--- src/rtl/ifetch_queue_if.sv ---
// ifetch_queue_if: groups the instruction-memory request/response channel, the
// redirect input and the decode handshake of ifetch_queue.
//   master : the fetch stage (drives imem_req_*, id_*; receives imem_rsp_*,
//            redirect*, id_ready)
//   slave  : the environment (instruction memory + decode stage)
`timescale 1ns/1ps
interface ifetch_queue_if;
  logic        imem_req_valid;
  logic        imem_req_ready;
  logic [31:0] imem_req_addr;
  logic        imem_rsp_valid;
  logic [31:0] imem_rsp_data;
  logic        redirect;
  logic [31:0] redirect_pc;
  logic        id_valid;
  logic        id_ready;
  logic [31:0] id_instr;
  logic [31:0] id_pc;

  modport master (
    output imem_req_valid, imem_req_addr, id_valid, id_instr, id_pc,
    input  imem_req_ready, imem_rsp_valid, imem_rsp_data, redirect,
           redirect_pc, id_ready
  );

  modport slave (
    input  imem_req_valid, imem_req_addr, id_valid, id_instr, id_pc,
    output imem_req_ready, imem_rsp_valid, imem_rsp_data, redirect,
           redirect_pc, id_ready
  );
endinterface

--- src/rtl/ifetch_queue.sv ---
// ifetch_queue: instruction fetch stage with a DEPTH-entry prefetch queue.
// Issues sequential word-aligned fetches, tags in-flight requests with their
// PC, buffers returned words and hands {instr, pc} to decode one per
// handshake. A redirect flushes the queue and discards in-flight responses.
// Ports:
//   clk    : clock, rising edge
//   reset  : asynchronous, active-low reset
//   bus    : ifetch_queue_if.master (imem_req_*, imem_rsp_*, redirect*, id_*)
// Parameters: DEPTH (power of two, 2..16), RESET_PC.
// Build option: define IFQ_BYPASS_EN to forward a response straight to decode
// when the queue is empty (otherwise the response-to-decode path is registered).
`timescale 1ns/1ps
module ifetch_queue #(
  parameter int unsigned DEPTH    = 4,
  parameter logic [31:0] RESET_PC = 32'h0000_0000
) (
  input logic           clk,
  input logic           reset,
  ifetch_queue_if.master bus
);
  localparam int unsigned AW = (DEPTH > 1) ? $clog2(DEPTH) : 1;
  localparam int unsigned CW = AW + 1;
  localparam int unsigned SW = CW + 1;
  localparam logic [31:0] NOP   = 32'h0000_0013;
  localparam logic [SW-1:0] LIMIT = SW'(DEPTH);

  typedef logic [AW-1:0] ptr_t;
  typedef logic [CW-1:0] cnt_t;

  logic [31:0] fetch_pc_q, fetch_pc_d;
  logic        run_q;
  ptr_t        rptr_q, rptr_d, wptr_q, wptr_d;
  ptr_t        trptr_q, trptr_d, twptr_q, twptr_d;
  cnt_t        count_q, count_d, out_q, out_d, drop_q, drop_d;

  logic [31:0] instr_q [DEPTH];
  logic [31:0] ipc_q   [DEPTH];
  logic [31:0] tag_q   [DEPTH];

  logic          empty, full, accept, rsp_drop, rsp_take, push, pop;
  logic          byp_consume;
  logic [SW-1:0] inflight;
  logic [31:0]   rsp_pc;

  logic unused_pc_bits;
  assign unused_pc_bits = ^bus.redirect_pc[1:0];

  assign empty    = (count_q == '0);
  assign full     = (count_q == cnt_t'(DEPTH));
  assign inflight = {1'b0, count_q} + {1'b0, out_q};
  assign rsp_pc   = tag_q[trptr_q];

  assign bus.imem_req_valid = run_q & ~bus.redirect & (inflight < LIMIT);
  assign bus.imem_req_addr  = fetch_pc_q;
  assign accept = bus.imem_req_valid & bus.imem_req_ready;

  assign rsp_drop = bus.imem_rsp_valid & (drop_q != '0);
  // A response arriving while the queue is full violates the issue rule; ignore it.
  assign rsp_take = bus.imem_rsp_valid & (drop_q == '0) & ~full;

`ifdef IFQ_BYPASS_EN
  logic bypass;
  assign bypass      = rsp_take & empty & ~bus.redirect;
  assign byp_consume = bypass & bus.id_ready;
  assign bus.id_valid = ~empty | bypass;
  assign bus.id_instr = ~empty ? instr_q[rptr_q] : (bypass ? bus.imem_rsp_data : NOP);
  assign bus.id_pc    = ~empty ? ipc_q[rptr_q]   : (bypass ? rsp_pc : 32'h0);
`else
  assign byp_consume  = 1'b0;
  assign bus.id_valid = ~empty;
  assign bus.id_instr = ~empty ? instr_q[rptr_q] : NOP;
  assign bus.id_pc    = ~empty ? ipc_q[rptr_q]   : 32'h0;
`endif

  assign push = rsp_take & ~byp_consume & ~bus.redirect;
  assign pop  = ~empty & bus.id_ready & ~bus.redirect;

  always_comb begin
    fetch_pc_d = fetch_pc_q;
    rptr_d     = rptr_q;
    wptr_d     = wptr_q;
    trptr_d    = trptr_q;
    twptr_d    = twptr_q;
    count_d    = count_q;
    out_d      = out_q;
    drop_d     = drop_q;
    if (bus.redirect) begin
      fetch_pc_d = {bus.redirect_pc[31:2], 2'b00};
      rptr_d     = '0;
      wptr_d     = '0;
      trptr_d    = '0;
      twptr_d    = '0;
      count_d    = '0;
      out_d      = '0;
      // Every in-flight word becomes stale; a word arriving now is discarded
      // on the spot, so it leaves the combined drop+outstanding total.
      drop_d = drop_q + out_q;
      if (bus.imem_rsp_valid && (drop_d != '0)) drop_d = drop_d - cnt_t'(1);
    end else begin
      if (accept) begin
        fetch_pc_d = fetch_pc_q + 32'd4;
        twptr_d    = twptr_q + ptr_t'(1);
      end
      if (rsp_take) trptr_d = trptr_q + ptr_t'(1);
      if (push)     wptr_d  = wptr_q + ptr_t'(1);
      if (pop)      rptr_d  = rptr_q + ptr_t'(1);
      count_d = count_q + cnt_t'(push) - cnt_t'(pop);
      out_d   = out_q + cnt_t'(accept) - cnt_t'(rsp_take);
      drop_d  = drop_q - cnt_t'(rsp_drop);
    end
  end

  always_ff @(posedge clk or negedge reset) begin
    if (!reset) begin
      fetch_pc_q <= RESET_PC;
      run_q      <= 1'b0;
      rptr_q     <= '0;
      wptr_q     <= '0;
      trptr_q    <= '0;
      twptr_q    <= '0;
      count_q    <= '0;
      out_q      <= '0;
      drop_q     <= '0;
    end else begin
      fetch_pc_q <= fetch_pc_d;
      run_q      <= 1'b1;
      rptr_q     <= rptr_d;
      wptr_q     <= wptr_d;
      trptr_q    <= trptr_d;
      twptr_q    <= twptr_d;
      count_q    <= count_d;
      out_q      <= out_d;
      drop_q     <= drop_d;
    end
  end

  // Storage arrays carry no reset; contents are only visible through count_q.
  always_ff @(posedge clk) begin
    if (accept) tag_q[twptr_q] <= fetch_pc_q;
    if (push) begin
      instr_q[wptr_q] <= bus.imem_rsp_data;
      ipc_q[wptr_q]   <= rsp_pc;
    end
  end
endmodule

--- src/flat_wrapper.sv ---
// flat-port wrapper written by rule: the top's interface ports become plain ports
module ifetch_queue_flat 
#(
  parameter int unsigned DEPTH    = 4,
  parameter logic [31:0] RESET_PC = 32'h0000_0000
)
  (clk, reset, bus_imem_req_valid, bus_imem_req_addr, bus_id_valid, bus_id_instr, bus_id_pc, bus_imem_req_ready, bus_imem_rsp_valid, bus_imem_rsp_data, bus_redirect, bus_redirect_pc, bus_id_ready);
  ifetch_queue_if bus_i ();
  input logic clk;
  input logic reset;
  output wire logic [$bits(bus_i.imem_req_valid)-1:0] bus_imem_req_valid;
  output wire logic [$bits(bus_i.imem_req_addr)-1:0] bus_imem_req_addr;
  output wire logic [$bits(bus_i.id_valid)-1:0] bus_id_valid;
  output wire logic [$bits(bus_i.id_instr)-1:0] bus_id_instr;
  output wire logic [$bits(bus_i.id_pc)-1:0] bus_id_pc;
  input wire logic [$bits(bus_i.imem_req_ready)-1:0] bus_imem_req_ready;
  input wire logic [$bits(bus_i.imem_rsp_valid)-1:0] bus_imem_rsp_valid;
  input wire logic [$bits(bus_i.imem_rsp_data)-1:0] bus_imem_rsp_data;
  input wire logic [$bits(bus_i.redirect)-1:0] bus_redirect;
  input wire logic [$bits(bus_i.redirect_pc)-1:0] bus_redirect_pc;
  input wire logic [$bits(bus_i.id_ready)-1:0] bus_id_ready;
  assign bus_imem_req_valid = bus_i.imem_req_valid;
  assign bus_imem_req_addr = bus_i.imem_req_addr;
  assign bus_id_valid = bus_i.id_valid;
  assign bus_id_instr = bus_i.id_instr;
  assign bus_id_pc = bus_i.id_pc;
  assign bus_i.imem_req_ready = bus_imem_req_ready;
  assign bus_i.imem_rsp_valid = bus_imem_rsp_valid;
  assign bus_i.imem_rsp_data = bus_imem_rsp_data;
  assign bus_i.redirect = bus_redirect;
  assign bus_i.redirect_pc = bus_redirect_pc;
  assign bus_i.id_ready = bus_id_ready;
  ifetch_queue #(.DEPTH(DEPTH), .RESET_PC(RESET_PC)) u_core (.clk(clk), .reset(reset), .bus(bus_i));
endmodule
--- config.mk ---
export PLATFORM = sky130hd
export DESIGN_NAME = ifetch_queue_flat
export DESIGN_NICKNAME = d
export VERILOG_FILES = /design/src/rtl/ifetch_queue_if.sv /design/src/rtl/ifetch_queue.sv /design/src/flat_wrapper.sv
export SDC_FILE = /design/constraint.sdc
export NUM_CORES = 1
export LEC_CHECK = 0
export ABC_AREA = 0
export CORE_MARGIN = 5
export CORE_UTILIZATION = 55
export CTS_BUF_LIST = sky130_fd_sc_hd__clkbuf_4
export DETAILED_ROUTE_END_ITERATION = 10
export DONT_BUFFER_PORTS = 1
export PLACE_DENSITY = 0.7
export SETUP_SLACK_MARGIN = 0.2
export SYNTH_ARGS = -nofsm -noshare
export SYNTH_HDL_FRONTEND = slang
export SYNTH_SLANG_ARGS = --single-unit
--- constraint.sdc ---
create_clock -name clk -period 10.25 [get_ports clk]
set_input_delay 2.05 -clock clk [delete_from_list [all_inputs] [get_ports clk]]
set_output_delay 2.05 -clock clk [all_outputs]
set_load 0.03 [all_outputs]
# After elaboration in Yosys (flattened, before gate mapping)
# Memory sizes are Yosys's and may differ from the RTL's.
# Cells that the tools add are included.
totals:
  ram_bits: 384
  input_bits: 70
  output_inout_bits: 98
  regBits: 50
  mem_count: 3
classes:
  n_lt_le_gt_ge: 1
  add_sub_neg: 13
  bitwise: 12
  n_eq_ne: 1
  mux: 20
  reduce_logical: 9
mem_list:
  columns: ["memory", "words", "width", "read_ports", "rd_clocked_by_memory_dff", "write_ports", "line_no", "source"]
  rows:
  - ["u_core.instr_q", 4, 32, 1, 0, 1, "ifetch_queue.sv:36", "logic [31:0] instr_q [DEPTH];"]
  - ["u_core.ipc_q", 4, 32, 1, 0, 1, "ifetch_queue.sv:37", "logic [31:0] ipc_q [DEPTH];"]
  - ["u_core.tag_q", 4, 32, 1, 0, 1, "ifetch_queue.sv:38", "logic [31:0] tag_q [DEPTH];"]
op_table:
  columns: ["op", "count"]
  rows:
  - ["$mux W32", 4]
  - ["$add A32 B3 Y32 const B", 1]
  - ["$mux W2", 8]
  - ["$mux W3", 4]
  - ["$and A1 B1 Y1", 9]
  - ["$sub A3 B1 Y3", 3]
  - ["$add A2 B1 Y2 const B", 4]
  - ["$reduce_bool A2 Y1", 4]
  - ["$add A3 B1 Y3", 2]
  - ["$logic_not A3 Y1", 2]
  - ["$reduce_bool A3 Y1", 2]
  - ["$add A3 B3 Y4", 1]
  - ["$lt A4 B3 Y1 const B", 1]
  - ["$mux W1", 4]
  - ["$add A3 B3 Y3", 1]
  - ["$eq A3 B3 Y1 const B", 1]
  - ["$not A1 Y1", 3]
  - ["$sub A3 B1 Y3 const B", 1]
  - ["$logic_and A1 B1 Y1", 1]

# Longest topological paths before layout
logic_depth:
  depth_word: 7
  ltp_mapped: 11
  mapped_depth_nobuf: 11

# Worst setup path after synthesis
# OpenSTA, ideal clock, no wires.
synth_timing:
  kind: "input-to-reg"
  start: "in bus_imem_rsp_valid"
  end: "mem u_core.instr_q[0][0] (enable)"
  setup_slack_ps: 5411
  setup_ps: 426
  stages: 3
  t_arrival_ps: 4412
  path_buffers: 0
  cell_sequence: "or4b_1 -> a211oi_1 -> and2_1"
synth_via:
  elab_chain_len: 5
synth_rtl:
  columns: ["element", "line_no", "source"]
  rows:
  - ["start: declaration", "flat_wrapper.sv:17", "input wire logic [$bits(bus_i.imem_rsp_valid)-1:0] bus_imem_rsp_valid;"]
  - ["$and A1 B1 Y1 (2 in series)", "ifetch_queue.sv:59", "assign rsp_take = bus.imem_rsp_valid & (drop_q == '0) & ~full;"]
  - ["$and A1 B1 Y1", "ifetch_queue.sv:75", "assign push = rsp_take & ~byp_consume & ~bus.redirect;"]
  - ["$mux W1", "ifetch_queue.sv:140", "if (push) begin"]
  - ["$mux W1 (implied by the code)", "ifetch_queue.sv:141", "instr_q[wptr_q] <= bus.imem_rsp_data;"]
  - ["end: declaration", "ifetch_queue.sv:36", null]
# No other way between the ends.

# Worst setup path after layout
layout_timing:
  start: "reg u_core.rptr_q[0]"
  end: "out bus_id_pc[30]"
layout_via:
  elab_chain_len: 2
layout_rtl:
  columns: ["element", "line_no", "source"]
  rows:
  - ["start: declaration", "ifetch_queue.sv:32", "ptr_t rptr_q, rptr_d, wptr_q, wptr_d;"]
  - ["start signal: assignment", "ifetch_queue.sv:127", "rptr_q <= rptr_d;"]
  - ["$mem_v2 Z4 W32", null, null]
  - ["$mux W32", "ifetch_queue.sv:72", "assign bus.id_pc = ~empty ? ipc_q[rptr_q] : 32'h0;"]
  - ["end: declaration", "flat_wrapper.sv:15", "output wire logic [$bits(bus_i.id_pc)-1:0] bus_id_pc;"]
# No other way between the ends.

==> key figures <==
Die
  – Die area: 0.0340 mm2
  – Die extent in y: 184 um
  – Row count: 63
  – Die width: 184 um
  – Initial Util: 56.0%
  – Top-Level Pins: 168
  – Core ar.: 0.0299 mm2

Route
  – Via density: 5.80
  – DRC: 0
  – Final WL: 30800 um
  – Initial DRC Count: 486
  – WL per Instance: 21.4 um
  – Final ANT Viol Nets: 0
  – Initial DRT Pass Iterations: 5
  – Routed via count: 8353

Setup path
  – Worst-case reg-to-reg path depth: 11
  – Worst setup path class: reg -> out
  – Worst setup SP type: flip-flop
  – Crit-path slowest cell: buf_4
  – Worst path max stage delay: 0.78 ns
  – Worst EP required: 8.20 ns
  – Setup crit end kind: output pin
  – Critical-path cell list: buf_4, mux4_2, and2_1
  – Crit path arrival time: 3.15 ns
  – CP delay by family, top: buffers and inverters
  – Largest fanout on the critical path: 43
  – CP bufs+invs: 1
  – CP Depth: 3

Pwr
  – Pwr/cell area: 242 mW/mm2
  – Leakage: 6.12 nW
  – Maximum vdd drop: 0.000146 V

Global routing
  – Gr ovfl total: 0
  – Largest net degree at the start of global routing: 63
  – Met1 usage: 25.4%
  – M2 GR Usage: 29.5%
  – GR peak layer: met2
  – Overall Global Routing Usage: 18.6%
  – Initial antenna violation count: 1
  – First-pass GRT wire length: 49100 um
  – Vias in the first global route: 8907
  – GRT met3 Usage: 5.39%

Final layout
  – Share of cells above drive strength 1: 26.5%
  – Fin util: 61.5%
  – Most frequent cells in the layout: 368 x edfxtp_1, 145 x clkbuf_4, 92 x mux4_2
  – Area growth syn-to-layout: 9.83%
  – Final Non-Filler Cells: 1440
  – Layout Nets: 1060
  – Most common library cell in the layout ignoring fill and taps: edfxtp_1

Logic synthesis
  – Count of cell types in the netlist: 50
  – Post-Syn Instances: 901
  – Synth Area in XOR/XNOR: 0.680%
  – Multiplexer share of the synthesized area: 12.9%
  – Fraction of registers with async set/reset: 11.5%
  – Main synth FF type: edfxtp_1
  – Post-Synth Simple-Gate Area: 6.80%
  – Largest area contributor in the netlist: edfxtp_1
  – Post-synthesis sequential area ratio: 73.2%
  – Adder-Cell Fraction of Synth Area: 1.85%
  – Synthesized area: 0.0167 mm2
  – Synth top area share: 66.0%
  – Compound-Gate Fraction of Synth Area: 2.76%
  – Ys Warns: 0
  – Main combinational cell family by area after synthesis: multiplexers
  – Register bit count reported by yosys: 416
  – Syn Area/Cell: 18.6 um2
  – Cells taking the most area after synthesis: edfxtp_1 66%, mux4_2 12%, dfrtp_1 7.2%
  – Post-synth EDFFs: 368

Clock tree
  – Sink Count: 416
  – Clk buf depth: 3
  – Cts-stage hold buffer count: 0
  – Post-CTS sizing: 0
  – Setup bufs post-CTS: 0
  – Clock latency at the later pin of the worst-skew pair: 0.74 ns
  – Clock root cell: clkbuf_4
  – H-tree levels: 3
  – Num CTS Buffers: 103
  – Clock Pin Slew Worst Setup and Hold Paths: 0.06 ns
  – CTS tree: built

Place
  – # port buffers: 0
  – Hpwl dp: 17500 um
  – Cells after DPL: 1252
  – Gpl congestion: 0.766

Min path
  – Hold Crit Depth: 1
  – Worst hold path type: reg -> reg

Timing
  – RSZ-0062 raised after global routing: false
  – Period utilization: 50.7%
  – Hold Vio Cnt, Final: 0
  – Final Max Slew Viols: 0
  – Skew final: 0.0586 ns
  – Setup TNS: 0 ns
  – Final setup fails: 0
  – Min Tclk post-route: 5.20 ns
  – Fmax: 0.192 GHz
  – Min Hold Slack: 0.562 ns
  – Slew @ Worst Pin: 1.02 ns
  – Max_slew headroom: 32.2%

Outcome
  – Status: finished clean

Flow run
  – Number of max-cap violations: 0
==> cells by family after synthesis <==
| group | after synthesis |
|---|---|
| DFF | 416 |
| and+or+nand+nor | 209 |
| muxes | 100 |
| buffers and inverters | 70 |
| AOI/OAI and AO/OA | 68 |
| adders and majority gates | 23 |
| xor gates and xnor gates | 13 |
| other | 2 |
==> routing by layer <==
| metal | part of all wire (%) | vias up |
|---|---|---|
| met5 | 0 | - |
| met4 | 1.4 | 0 |
| met3 | 8.8 | 41 |
| met2 | 48 | 326 |
| met1 | 42 | 4220 |
| li1 | - | 3766 |
==> worst register-to-register path: cells and delay by family (launching register included) <==
family / cells / cell delay [ns]
flip-flops: 1 / 0.45
AND/OR/NAND/NOR: 4 / 1.20
XOR/XNOR: 1 / 0.16
buffers and inverters: 3 / 0.76
adder cells (fa/ha/maj): 3 / 0.77
==> area by class of cell <==
class / instances / area [um2]
Sequential cell: 416 / 12300
Fill cell: 2164 / 11500
Multi-Input combinational cell: 418 / 4210
Clock buffer: 145 / 1090
Tap cell: 390 / 488
Clock inverter: 42 / 214
Inverter: 23 / 86.3
Timing Repair Buffer: 5 / 37.5
Antenna cell: 1 / 2.50
==> cells in the mapped netlist (2+ instances only) <==
cell type	n
nand2_1	44
xor2_1	5
and3_1	4
nand3_1	20
nor2b_1	8
nand4_1	10
buf_4	6
inv_1	22
nor3_4	2
nor2_1	23
a221o_1	5
or2_2	5
conb_1	2
a21o_1	4
o21ai_0	24
buf_2	16
clkbuf_1	21
o211ai_1	5
o311ai_0	8
dfrtp_1	48
xnor2_1	8
or3_1	4
a32oi_1	2
fa_1	3
edfxtp_1	368
mux2i_1	8
mux4_2	92
nor3_1	10
a21oi_1	5
a31oi_1	6
ha_1	20
buf_1	4
and2_1	72
==> report_power, final <==
part           total, W  internal, W  switching (W)
Sequential      0.00210      0.00197       0.000135
Clock           0.00132     0.000683       0.000632
Combinational   0.00102     0.000349       0.000675
Total           0.00444      0.00300        0.00144
==> stage by stage <==
step / setup slack (ns) / total power, W / cell area [um2]
2_1_floorplan: 5.41 / 0.00299 / 16800
3_3_place_gp: 5.57 / 0.00318 / 17100
3_5_place_dp: 5.57 / 0.00319 / 17100
4_1_cts: 4.88 / 0.00452 / 18400
5_1_grt: 4.75 / 0.00470 / 18400
6_report: 5.05 / 0.00444 / 18400
==> sequential cells by signal, summed over array words and instances, names as in the netlist <==
register	cells
u_core.run_q	1
u_core.count_q	3
u_core.ipc_q	120
u_core.drop_q	3
u_core.trptr_q	2
u_core.tag_q	120
u_core.rptr_q	2
u_core.wptr_q	2
u_core.twptr_q	2
u_core.out_q	3
u_core.bus.imem_req_addr	30
u_core.instr_q	128
==> path summary, 6_finish.rpt <==
check / startpoint / end / slack, ns
worst max-delay path: u_core.rptr_q[0] / bus_id_pc[30] / 5.05
min in group asynchronous: reset / u_core.bus.imem_req_addr[22] / 1.02
max in group asynchronous: reset / u_core.rptr_q[1] / 9.10
worst min-delay path: u_core.twptr_q[0] / u_core.twptr_q[0] / 0.56
worst min register to register: u_core.twptr_q[0] / u_core.twptr_q[0] / 0.56
worst max register to register: u_core.count_q[2] / u_core.count_q[2] / 6.81
Note: power is estimated with default switching activity, not from simulation.
